`config.mk`:
```
export PLATFORM = sky130hd
export DESIGN_NAME = i2c_slave_regs
export DESIGN_NICKNAME = d
export VERILOG_FILES = /design/src/rtl/i2c_slave_regs.sv
export SDC_FILE = /design/constraint.sdc
export NUM_CORES = 1
export LEC_CHECK = 0
export CAP_MARGIN = 10
export CELL_PAD_IN_SITES_DETAIL_PLACEMENT = 0
export CELL_PAD_IN_SITES_GLOBAL_PLACEMENT = 1
export CORE_ASPECT_RATIO = 1.2
export CORE_MARGIN = 2
export CORE_UTILIZATION = 47
export CTS_CLUSTER_DIAMETER = 150
export CTS_CLUSTER_SIZE = 12
export DETAILED_ROUTE_END_ITERATION = 16
export PLACE_DENSITY = 0.88
export SYNTH_ARGS = -nofsm -noshare
export SYNTH_HDL_FRONTEND = slang
export SYNTH_SLANG_ARGS = --single-unit
```
`constraint.sdc`:
```
create_clock -name clk -period 2.95 [get_ports clk]
set_input_delay 0.59 -clock clk [delete_from_list [all_inputs] [get_ports clk]]
set_output_delay 0.59 -clock clk [all_outputs]
set_load 0.01 [all_outputs]
```
`src/rtl/i2c_slave_regs.sv`:
```
// I2C slave with a byte-wide register bank. SCL/SDA are oversampled on clk.
// Bus writes: START, addr+W, pointer, data..., STOP. Bus reads start at the
// current pointer, which auto-increments and persists across transactions.
// A host-side combinational read port and a write strobe expose the bank.
module i2c_slave_regs #(
  parameter logic [6:0] SLAVE_ADDR = 7'h50,
  parameter int         REG_AW     = 4
) (
  input  logic              clk,
  input  logic              rst,
  input  logic              scl_i,
  input  logic              sda_i,
  output logic              sda_oe,
  input  logic [REG_AW-1:0] reg_raddr,
  output logic [7:0]        reg_rdata,
  output logic              wr_stb,
  output logic [REG_AW-1:0] wr_addr,
  output logic [7:0]        wr_data,
  output logic              busy
);

  localparam int NREG = 1 << REG_AW;

  typedef enum logic [3:0] {
    S_IDLE, S_ADDR, S_ADDR_ACK, S_PTR, S_PTR_ACK,
    S_WDATA, S_WDATA_ACK, S_RDATA, S_RACK, S_IGNORE
  } state_t;

  state_t state, state_n;

  logic scl_s1, scl_s2, scl_d;
  logic sda_s1, sda_s2, sda_d;

  logic [7:0]        regs [NREG];
  logic [7:0]        sr, sr_n;
  logic [3:0]        cnt, cnt_n;
  logic [REG_AW-1:0] ptr, ptr_n, ptr_inc;
  logic              rw, rw_n;
  logic              oe_n, busy_n, stb_n, we;
  logic [REG_AW-1:0] waddr_n;
  logic [7:0]        wdata_n, byte_in;
  logic              scl_rise, scl_fall, start_det, stop_det;

  // Two-flop synchronisers plus one delay stage per line for edge detection.
  always_ff @(posedge clk) begin
    if (rst) begin
      {scl_s1, scl_s2, scl_d} <= 3'b000;
      {sda_s1, sda_s2, sda_d} <= 3'b000;
    end else begin
      {scl_s1, scl_s2, scl_d} <= {scl_i, scl_s1, scl_s2};
      {sda_s1, sda_s2, sda_d} <= {sda_i, sda_s1, sda_s2};
    end
  end

  assign scl_rise  = scl_s2 & ~scl_d;
  assign scl_fall  = ~scl_s2 & scl_d;
  assign start_det = scl_s2 & scl_d & sda_d & ~sda_s2;
  assign stop_det  = scl_s2 & scl_d & ~sda_d & sda_s2;
  assign byte_in   = {sr[6:0], sda_s2};
  assign ptr_inc   = ptr + 1'b1;
  assign reg_rdata = regs[reg_raddr];

  // Next-state and datapath decisions; bus conditions override every state.
  // ACK phases use sda_oe itself as the phase bit: first fall asserts, second releases.
  always_comb begin
    state_n = state;
    cnt_n   = cnt;
    sr_n    = sr;
    ptr_n   = ptr;
    rw_n    = rw;
    oe_n    = sda_oe;
    busy_n  = busy;
    stb_n   = 1'b0;
    we      = 1'b0;
    waddr_n = wr_addr;
    wdata_n = wr_data;
    if (start_det) begin
      state_n = S_ADDR;
      cnt_n   = 4'd0;
      oe_n    = 1'b0;
      busy_n  = 1'b1;
    end else if (stop_det) begin
      state_n = S_IDLE;
      oe_n    = 1'b0;
      busy_n  = 1'b0;
    end else begin
      case (state)
        S_ADDR, S_PTR, S_WDATA: begin
          if (scl_rise) begin
            sr_n  = byte_in;
            cnt_n = cnt + 4'd1;
            if (cnt == 4'd7) begin
              cnt_n = 4'd0;
              if (state == S_ADDR) begin
                if (byte_in[7:1] == SLAVE_ADDR) begin
                  rw_n    = byte_in[0];
                  state_n = S_ADDR_ACK;
                end else begin
                  state_n = S_IGNORE;
                end
              end else if (state == S_PTR) begin
                ptr_n   = byte_in[REG_AW-1:0];
                state_n = S_PTR_ACK;
              end else begin
                we      = 1'b1;
                stb_n   = 1'b1;
                waddr_n = ptr;
                wdata_n = byte_in;
                ptr_n   = ptr_inc;
                state_n = S_WDATA_ACK;
              end
            end
          end
        end
        S_ADDR_ACK, S_PTR_ACK, S_WDATA_ACK: begin
          if (scl_fall) begin
            if (!sda_oe) begin
              oe_n = 1'b1;
            end else begin
              oe_n  = 1'b0;
              cnt_n = 4'd0;
              if (state == S_ADDR_ACK && rw) begin
                // The fall that ends the ACK also presents the first read bit.
                oe_n    = ~regs[ptr][7];
                sr_n    = {regs[ptr][6:0], 1'b0};
                cnt_n   = 4'd1;
                state_n = S_RDATA;
              end else if (state == S_ADDR_ACK) begin
                state_n = S_PTR;
              end else begin
                state_n = S_WDATA;
              end
            end
          end
        end
        S_RDATA: begin
          if (scl_fall) begin
            if (cnt == 4'd8) begin
              oe_n    = 1'b0;
              state_n = S_RACK;
            end else begin
              oe_n  = ~sr[7];
              sr_n  = {sr[6:0], 1'b0};
              cnt_n = cnt + 4'd1;
            end
          end
        end
        S_RACK: begin
          if (scl_rise) begin
            ptr_n = ptr_inc;
            if (!sda_s2) begin
              sr_n    = regs[ptr_inc];
              cnt_n   = 4'd0;
              state_n = S_RDATA;
            end else begin
              state_n = S_IGNORE;
            end
          end
        end
        default: ;
      endcase
    end
  end

  // State, control and output registers.
  always_ff @(posedge clk) begin
    if (rst) begin
      state   <= S_IDLE;
      cnt     <= 4'd0;
      sr      <= 8'd0;
      ptr     <= '0;
      rw      <= 1'b0;
      sda_oe  <= 1'b0;
      busy    <= 1'b0;
      wr_stb  <= 1'b0;
      wr_addr <= '0;
      wr_data <= 8'd0;
    end else begin
      state   <= state_n;
      cnt     <= cnt_n;
      sr      <= sr_n;
      ptr     <= ptr_n;
      rw      <= rw_n;
      sda_oe  <= oe_n;
      busy    <= busy_n;
      wr_stb  <= stb_n;
      wr_addr <= waddr_n;
      wr_data <= wdata_n;
    end
  end

  // Register bank; a bus write lands at the end of the cycle, so a same-cycle
  // host read still sees the old byte.
  always_ff @(posedge clk) begin
    if (rst) begin
      for (int i = 0; i < NREG; i++) regs[i] <= 8'd0;
    end else if (we) begin
      regs[ptr] <= byte_in;
    end
  end

endmodule

```
## After elaboration in Yosys (flattened, before gate mapping)

Memories as Yosys holds them, arrays and structs flattened. A register that Yosys moved wholly into a read port is not among the register bits.
Index checks and enable logic that the tools add are counted.

- Multiplexer cells: 66
- Reductions and logical operators: 19
- Bitwise logic cells: 17
- Equality and inequality tests: 29
- Add/sub/neg operators: 2

Operators with widths:

| operator | number |
|---|---|
| 4-bit 2-to-1 mux | 26 |
| 8-bit 2-to-1 mux | 9 |
| 4-bit case mux with 4 select lines | 2 |
| 8-bit case mux with 4 select lines | 1 |
| 4-bit != test, second input constant | 7 |
| 1-bit 2-to-1 mux | 23 |
| 2-bit != test, second input constant | 11 |
| 7-bit AND reduction | 3 |
| 4-bit by 3-bit == test with 1-bit output, second input constant | 5 |
| 8-bit AND reduction | 2 |
| 11-bit AND reduction | 1 |
| 1-bit inverter | 10 |
| 9-bit AND reduction | 1 |
| 3-bit OR reduction | 3 |
| 4-bit by 1-bit adder with 4-bit output, second input constant | 2 |
| 4-bit by 2-bit == test with 1-bit output, second input constant | 2 |
| 4-bit == test, second input constant | 2 |
| 4-bit case mux with 2 select lines | 1 |
| 8-bit OR reduction | 1 |
| 1-bit AND | 7 |
| 7-bit == test, second input constant | 1 |
| 3-bit 2-to-1 mux | 2 |
| 2-bit nonzero test | 3 |
| 6-bit nonzero test | 1 |
| 7 further kinds | 7 |

- Bits in writable memories: 128
- Flip-flop bits (word level): 42
- Word-level logic and storage cells: 151
- Memories: 1
- Input bits: 8

Memory list:

| memory | words | bits a word | read ports | clocked after Yosys merged registers in | wr ports | line | source |
|---|---|---|---|---|---|---|---|
| regs | 16 | 8 | 3 | 1 | 16 | 34 | `logic [7:0] regs [NREG];` |

## Logic depth before layout (Yosys ltp)

Gate-level depths: netlist of run 1.

- Depth in word-level cells: 13
- Gate-level depth with buffers: 13

## Worst setup path after synthesis of run 1

Ideal clock, no wire load.

- Kind: register -> register
- From: register ptr[0]
- To: register sr[3]
- Data required time: 2.818 ns
- Slack: -0.292 ns
- Data arrival time: 3.110 ns
- Setup time: 0.132 ns
- Cell stages (with the launch flop): 13
- Cell sequence: dfxtp_1 clkbuf_1 clkbuf_1 inv_1 ha_1 buf_2 buf_2 buf_2 mux4_2 mux2i_1 nor3_1 a21oi_1 a311oi_1

- Longest elaborated chain between the ends: 5

Ends and longest elaborated chain:

| item | line | source |
|---|---|---|
| start: declaration | 37 | `logic [REG_AW-1:0] ptr, ptr_n, ptr_inc;` |
| start signal: assignment | 182 | `ptr <= ptr_n;` |
| 4-bit by 1-bit adder with 4-bit output | 60 | `assign ptr_inc = ptr + 1'b1;` |
| memory 16 x 8 bit | -- |  |
| 8-bit 2-to-1 mux | 151 | `if (!sda_s2) begin` |
| 8-bit 2-to-1 mux | 149 | `if (scl_rise) begin` |
| 8-bit case mux with 4 select lines | 87 | `case (state)` |
| end signal: assignment | 181 | `sr <= sr_n;` |
| end: declaration | 35 | `logic [7:0] sr, sr_n;` |

Every way passes these cells. The select of a mux whose other input is x is not followed.
A chain may end at the register's enable or synchronous reset.

## Final worst setup path of run 1

- From: input reg_raddr[0]
- To: output reg_rdata[6]

- Longest elaborated chain between the ends: 1

Ends and longest elaborated chain:

| item | line | source |
|---|---|---|
| start: declaration | 14 | `input logic [REG_AW-1:0] reg_raddr,` |
| memory 16 x 8 bit | -- |  |
| end: declaration | 15 | `output logic [7:0] reg_rdata,` |

Every way passes these cells.

==> results.cfg, run 1 <==
[run]
cap_violations = 0

[worst_hold_path]
min_path_cells = 1
hp-class = reg -> reg
hp-start = sda_s1

[worst_setup_path]
critPathCapture = reg_rdata[6]
crit_start = reg_raddr[0]
critPathMaxStageDelay_ns = 0.53
crit_top_cell = mux4_2
r2r-start = cnt[0]
rrSetupSlack_ns = 0.13
path_delay_family = multiplexers
required_ns = 2.36
arrival_ns = 2.29
crit_path_cell_trace = buf_2 > buf_12 > mux4_2 > mux4_2 > dlygate4sd2_1
timing.rr.end = regs[0][3]
critPathBufInv = 3
r2r_cells = 7
crit_path_start_kind = input port
cp_slowest_cell = mux4_2
crit_path_end_kind = output port
critPathMaxFanout = 11
setup.worst_path.class = in -> out
cp.depth = 5

[cts]
cts_hold_buf = 0
tritoncts = built
clk_path_buf_depth = 2
insertion_delay_ns = 0.44
cts-buffers-inserted = 17
clkSinkCount = 174
path_clk_slew_ns = 0.07
cts_setup_buffers = 0
htreeDepth = 4
root_buffer = clkbuf_16

[grt]
gr-total-overflow = 0
grt_pass1_wl_um = 47840
grt_pass1_vias = 7366
met3_usage_pct = 4.469
use_met2_pct = 44.52
top_usage_layer = met2
grt_max_degree = 38
antenna_found_initial = 1
grtUsageMet1_pct = 36.04
grt_use_total_pct = 28.29

[yosys]
yosys_warnings = 0
syn_area_per_cell_um2 = 12.66
synth_top_area_share_pct = 37.25
ys_ff_latch = 174
postSynth.asyncResetShare_pct = 0
syn_inst = 815
yosysTopAreaCell = edfxtp_1
ys_top_cells_by_area = edfxtp_1 37%, mux4_2 22%, dfxtp_1 8.9%
yosysSeqAreaShare_pct = 46.17
ys.flop_type = edfxtp_1
synth_edf_count = 128
yosysUniqueCellTypes = 58
syn-num-nets = 829
synth.cell_area_mm2 = 0.01032

[layout]
diodes = 0
multiInputGateArea_mm2 = 0.005285
fin_cells = 1148
nFillCells = 1758
synthToLayoutAreaGrowth_pct = 15.61
layout.nets = 875
layout-drive-gt1-share_pct = 28.26
seqCellArea_mm2 = 0.004766

[power_and_ir_drop]
internal-power_mw = 4.249
power_switching_mw = 1.338
p_per_area_mw_per_mm2 = 468.3
combPwrFrac_pct = 5.9
p_clk_share_pct = 44.4
sw_frac_of_total_pct = 23.94
power_leakage_nw = 4.150
vdd_drop_max_uv = 363.0
seqPwrFrac_pct = 49.7

[place]
dp.cells = 1115
dp_hpwl_um = 23500
globalplace.congestion = 1.083
port_buffers = 30

[drt]
vias_per_cell = 6.536
vias = 7503
detail_route.first_pass.iterations = 5
ant_nets = 0
drt_iter0_markers = 1033
route.detailed.drc = 0
wl_per_cell_um = 27.76
wl_um = 31870

[die]
start_util_pct = 47.71
pin_count = 31
die-area_mm2 = 0.02316
die_y_um = 166.3
core_area_mm2 = 0.02163
die_width_um = 139.3
std_cell_rows = 59

[sta]
report.final.slew_viol_count = 0
maxSlewHeadroom_pct = 39.99
max_clock_freq_mhz = 347.8
skew_ns = 0.01185
min_period_ns = 2.876
worst_hold_slack_ns = 0.4395
fin_crit_sh_pct = 97.48
tightest_slew_ns = 0.8933
hold_violations = 0
final-setup-viol-count = 0

[run_status]
status = finished clean
==> cell usage in the layout, fill, tap and decap left out, drive strengths merged, types with 5 or more instances in the layout <==
| cell type | n |
|---|---|
| and2 | 130 |
| edfxtp | 128 |
| mux4 | 100 |
| nor2 | 72 |
| buf | 61 |
| dfxtp | 46 |
| nand2 | 41 |
| mux2i | 34 |
| a21oi | 26 |
| inv | 21 |
| or2 | 21 |
| clkdlybuf4s50 | 19 |
| clkbuf | 18 |
| nor3 | 14 |
| nand3 | 11 |
| o21ai | 11 |
| nand2b | 9 |
| nor2b | 9 |
| a211oi | 8 |
| and3 | 6 |
| a31oi | 6 |
| a311oi | 6 |
| ha | 6 |
| nand4 | 5 |
==> Yosys cell counts (all sizes together) (13+ instances only) <==
cell	count
clkbuf	47
mux2i	34
nand2	41
inv	13
or2	21
a21oi	26
buf	16
and2	130
edfxtp	128
dfxtp	46
nor3	14
nor2	72
mux4	100
==> repair_timing <==
action / in CTS / in global routing
hold endpoints to repair: 0 / 0
cloned: 1 / 0
gates resized for setup: 20 / 6
endpoints found under the setup margin: 50 / 56
==> flip-flops by register name, indices dropped and copies added, names as in the netlist, named ones only <==
register and count:
busy 1, cnt 4, ptr 4, regs 128
rw 1, scl_d 1, scl_s1 1, scl_s2 1
sda_d 1, sda_oe 1, sda_s1 1, sda_s2 1
sr 8, state 4, wr_addr 4, wr_data 8
wr_stb 1
==> kinds of logic (layout without fill, tap and decap cells) <==
group | Yosys count | in the layout | share of synthesized area, %
and+or+nand+nor | 338 | 338 | 19.22
DFF | 174 | 174 | 46.17
muxes | 134 | 134 | 25.12
AOI/OAI and AO/OA | 83 | 83 | 5.444
buffers and inverters | 76 | 135 | 2.971
adders and majority gates | 6 | 6 | 0.7275
xor gates and xnor gates | 4 | 4 | 0.3396
==> layer usage <==
layer	share of wire (%)	vias up
li1	-	3167
met1	36	3680
met2	47	518
met3	8.6	138
met4	8.1	0
met5	0	-
==> final cells by class <==
class | count | share of cell area [%]
sequential | 174 | 39.95
tap | 274 | 2.874
clock buffer | 17 | 3.566
timing repair buffer | 90 | 7.028
multi-input combinational | 565 | 44.30
clock inverter | 15 | 1.867
inverter | 13 | 0.4091
==> how the worst min path moves through the flow <==
stage	to	slack [ns]
after global routing	sda_s2	0.45
after global placement	scl_s2	0.42
final	sda_s2	0.44
after CTS	sda_s2	0.44
after detailed placement	sda_s2	0.43
after floorplan	scl_s2	0.41
==> power groups by stage <==
stage | clock network (mW) | registers [mW] | logic, mW
CTS | 2.49 | 2.77 | 0.326
floorplan | 0 | 2.76 | 0.219
finish | 2.48 | 2.78 | 0.329
detailed placement | 0 | 2.82 | 0.322
global route | 2.60 | 2.78 | 0.345
global placement | 0 | 2.82 | 0.316
==> through the flow <==
| step | total power, mW | setup slack, ns | cell area [µm²] | setup TNS (ns) | util [%] |
|---|---|---|---|---|---|
| 3_5_place_dp | 3.144 | -0.4279 | 11220 | -3.822 | 51.89 |
| 2_1_floorplan | 2.981 | 0.02844 | 10330 | 0 | - |
| 5_1_grt | 5.717 | -0.00001177 | 11930 | -0.00001177 | 55.15 |
| 3_3_place_gp | 3.139 | -0.4206 | 11220 | -3.039 | 51.89 |
| 6_report | 5.587 | 0.07446 | 11930 | 0 | 55.15 |
| 4_1_cts | 5.587 | 0.0007319 | 11920 | 0 | 55.11 |
(Power assumes the default switching activity.)
==> run 2: changes to the inputs <==
SKIP_CTS_REPAIR_TIMING = 1   (was default)
==> run 2 against run 1 <==
Compared with the run above:
- design area barely moved
- critical path depth rose by 2
- clock skew rose by 0.00060 ns
- utilization barely moved
- sequential share of layout area barely moved
- register-to-register slack barely moved
- die area did not move
- setup slack improved by 0.058 ns
- total power fell by 0.15%
- via count rose by 0.31%
- worst hold slack barely moved
- critical endpoint is now regs[0][3]
- largest cell class unchanged
==> results.cfg, run 2 (synthesized netlist as in run 1, its figures left out) <==
[layout]
synthToLayoutAreaGrowth_pct = 15.53
layout.nets = 874
fin_cells = 1147
regMostFlops = regs
diodes = 0
nFillCells = 1754
utilization_pct = 55.12
final_cell_mix = 130 x and2_1, 128 x edfxtp_1, 100 x mux4_2
design_area_mm2 = 0.01192
reg.largest.list = regs: 128 flops, sr: 8 flops, wr_data: 8 flops
layout-drive-gt1-share_pct = 28.06
layout_commonest_cell = and2_1
largest_register_ffs = 128

[drt]
vias_per_cell = 6.561
dr_wl_met3_um = 2669
dr_wl_met2_um = 15050
ant_nets = 0
wl_per_cell_um = 27.71
vias = 7526
top_layer_used = met4
detail_route.first_pass.iterations = 6
wl_um = 31790
route.detailed.drc = 0
wl_met1_um = 11390
drt_iter0_markers = 1076

[sta]
report.final.slew_viol_count = 0
skew_ns = 0.01245
tightest_slew_ns = 0.8748
hold_violations = 0
max_clock_freq_mhz = 354.9
min_period_ns = 2.818
fin_ws_ns = 0.1321
maxSlewHeadroom_pct = 41.23
final-setup-viol-count = 0
fin_crit_sh_pct = 95.52

[die]
die_y_um = 166.3
pin_count = 31
die_width_um = 139.3
std_cell_rows = 59
die-area_mm2 = 0.02316
start_util_pct = 47.71
core_area_mm2 = 0.02163

[worst_setup_path]
setup.worst_path.class = reg -> reg
arrival_ns = 2.95
cp_slowest_cell = or4_4
critPathMaxFanout = 9
crit_path_cell_trace = ha_1 > nand3b_4 > or4_4 > or3_4 > or3_4 > nor2_4 > or2_2
required_ns = 3.09
crit_top_cell = or3_4
crit_path_start_kind = register
path_delay_family = simple AND/OR/NAND/NOR gates
critPathBufInv = 0
critPathMaxStageDelay_ns = 0.51
crit_path_end_kind = register

[power_and_ir_drop]
power_leakage_nw = 4.221
total_power_mw = 5.578
p_per_area_mw_per_mm2 = 467.9
vdd_drop_max_uv = 361.7

[grt]
antenna_found_initial = 1
grt_use_total_pct = 28.21
grt_pass1_vias = 7358
gr-total-overflow = 0
grt_pass1_wl_um = 47670
grt_max_degree = 38

[place]
dp_hpwl_um = 23500
placed_cell_area_mm2 = 0.01122
dp.cells = 1115
port_buffers = 30
globalplace.congestion = 1.083
place_ws_ns = -0.4279

[cts]
tritoncts = built
root_buffer = clkbuf_16
path_clk_slew_ns = 0.07
cts-buffers-inserted = 17
clk_path_buf_depth = 2
htreeDepth = 4
clkSinkCount = 174
insertion_delay_ns = 0.44

[run]
cap_violations = 0

[worst_hold_path]
hp-class = reg -> reg

[run_status]
status = finished clean
-- run 2: cell count changes in the layout (fill, tap and decap cells not counted), sizes merged --
cell           before  now
dlygate4sd2         4    0
clkbuf             18   17
dlymetal6s2s        0    9
clkdlybuf4s15       4    0
bufbuf              1    0
-- run 2: power by group --
part / switching (mW) / internal, mW
registers: 0.0968 / 2.68
clock network: 1.09 / 1.39
logic: 0.146 / 0.180
total: 1.33 / 4.25
-- run 2: cell type report --
type / count / area (µm²) / area share, %
Inverter: 13 / 48.80 / 0.4093
Tap cell: 274 / 342.8 / 2.876
Sequential cell: 174 / 4766 / 39.98
Multi-Input combinational cell: 565 / 5285 / 44.33
Timing Repair Buffer: 89 / 830.8 / 6.969
Clock buffer: 17 / 425.4 / 3.568
Clock inverter: 15 / 222.7 / 1.868
-- run 2: path summary, 6_finish.rpt --
path | start | endpoint | slack, ns | depth (start not counted)
min reg2reg | sda_s1 | sda_s2 | 0.44 | 1
min | sda_s1 | sda_s2 | 0.44 | 1
max reg2reg | cnt[0] | regs[0][3] | 0.13 | 7
max | cnt[0] | regs[0][3] | 0.13 | 7
-- run 2: through the flow --
stage	setup TNS, ns	hold slack [ns]
detailed placement	-3.822	0.4277
floorplan	0	0.4138
finish	0	0.4391
global placement	-3.039	0.4239
CTS	-4.495	0.4441
global route	-0.00001310	0.4539
-- run 2: worst reg2reg max path, cell delays in order (launching register included) --
cell	delay (ns)
dfxtp_1	0.34
ha_1	0.25
nand3b_4	0.11
or4_4	0.51
or3_4	0.39
or3_4	0.43
nor2_4	0.22
or2_2	0.26
-- run 2: routing by layer --
layer	vias up	track usage, %
met4	0	20.16
met2	510	44.03
li1	3170	-
met5	-	0
met1	3696	35.90
met3	150	4.556
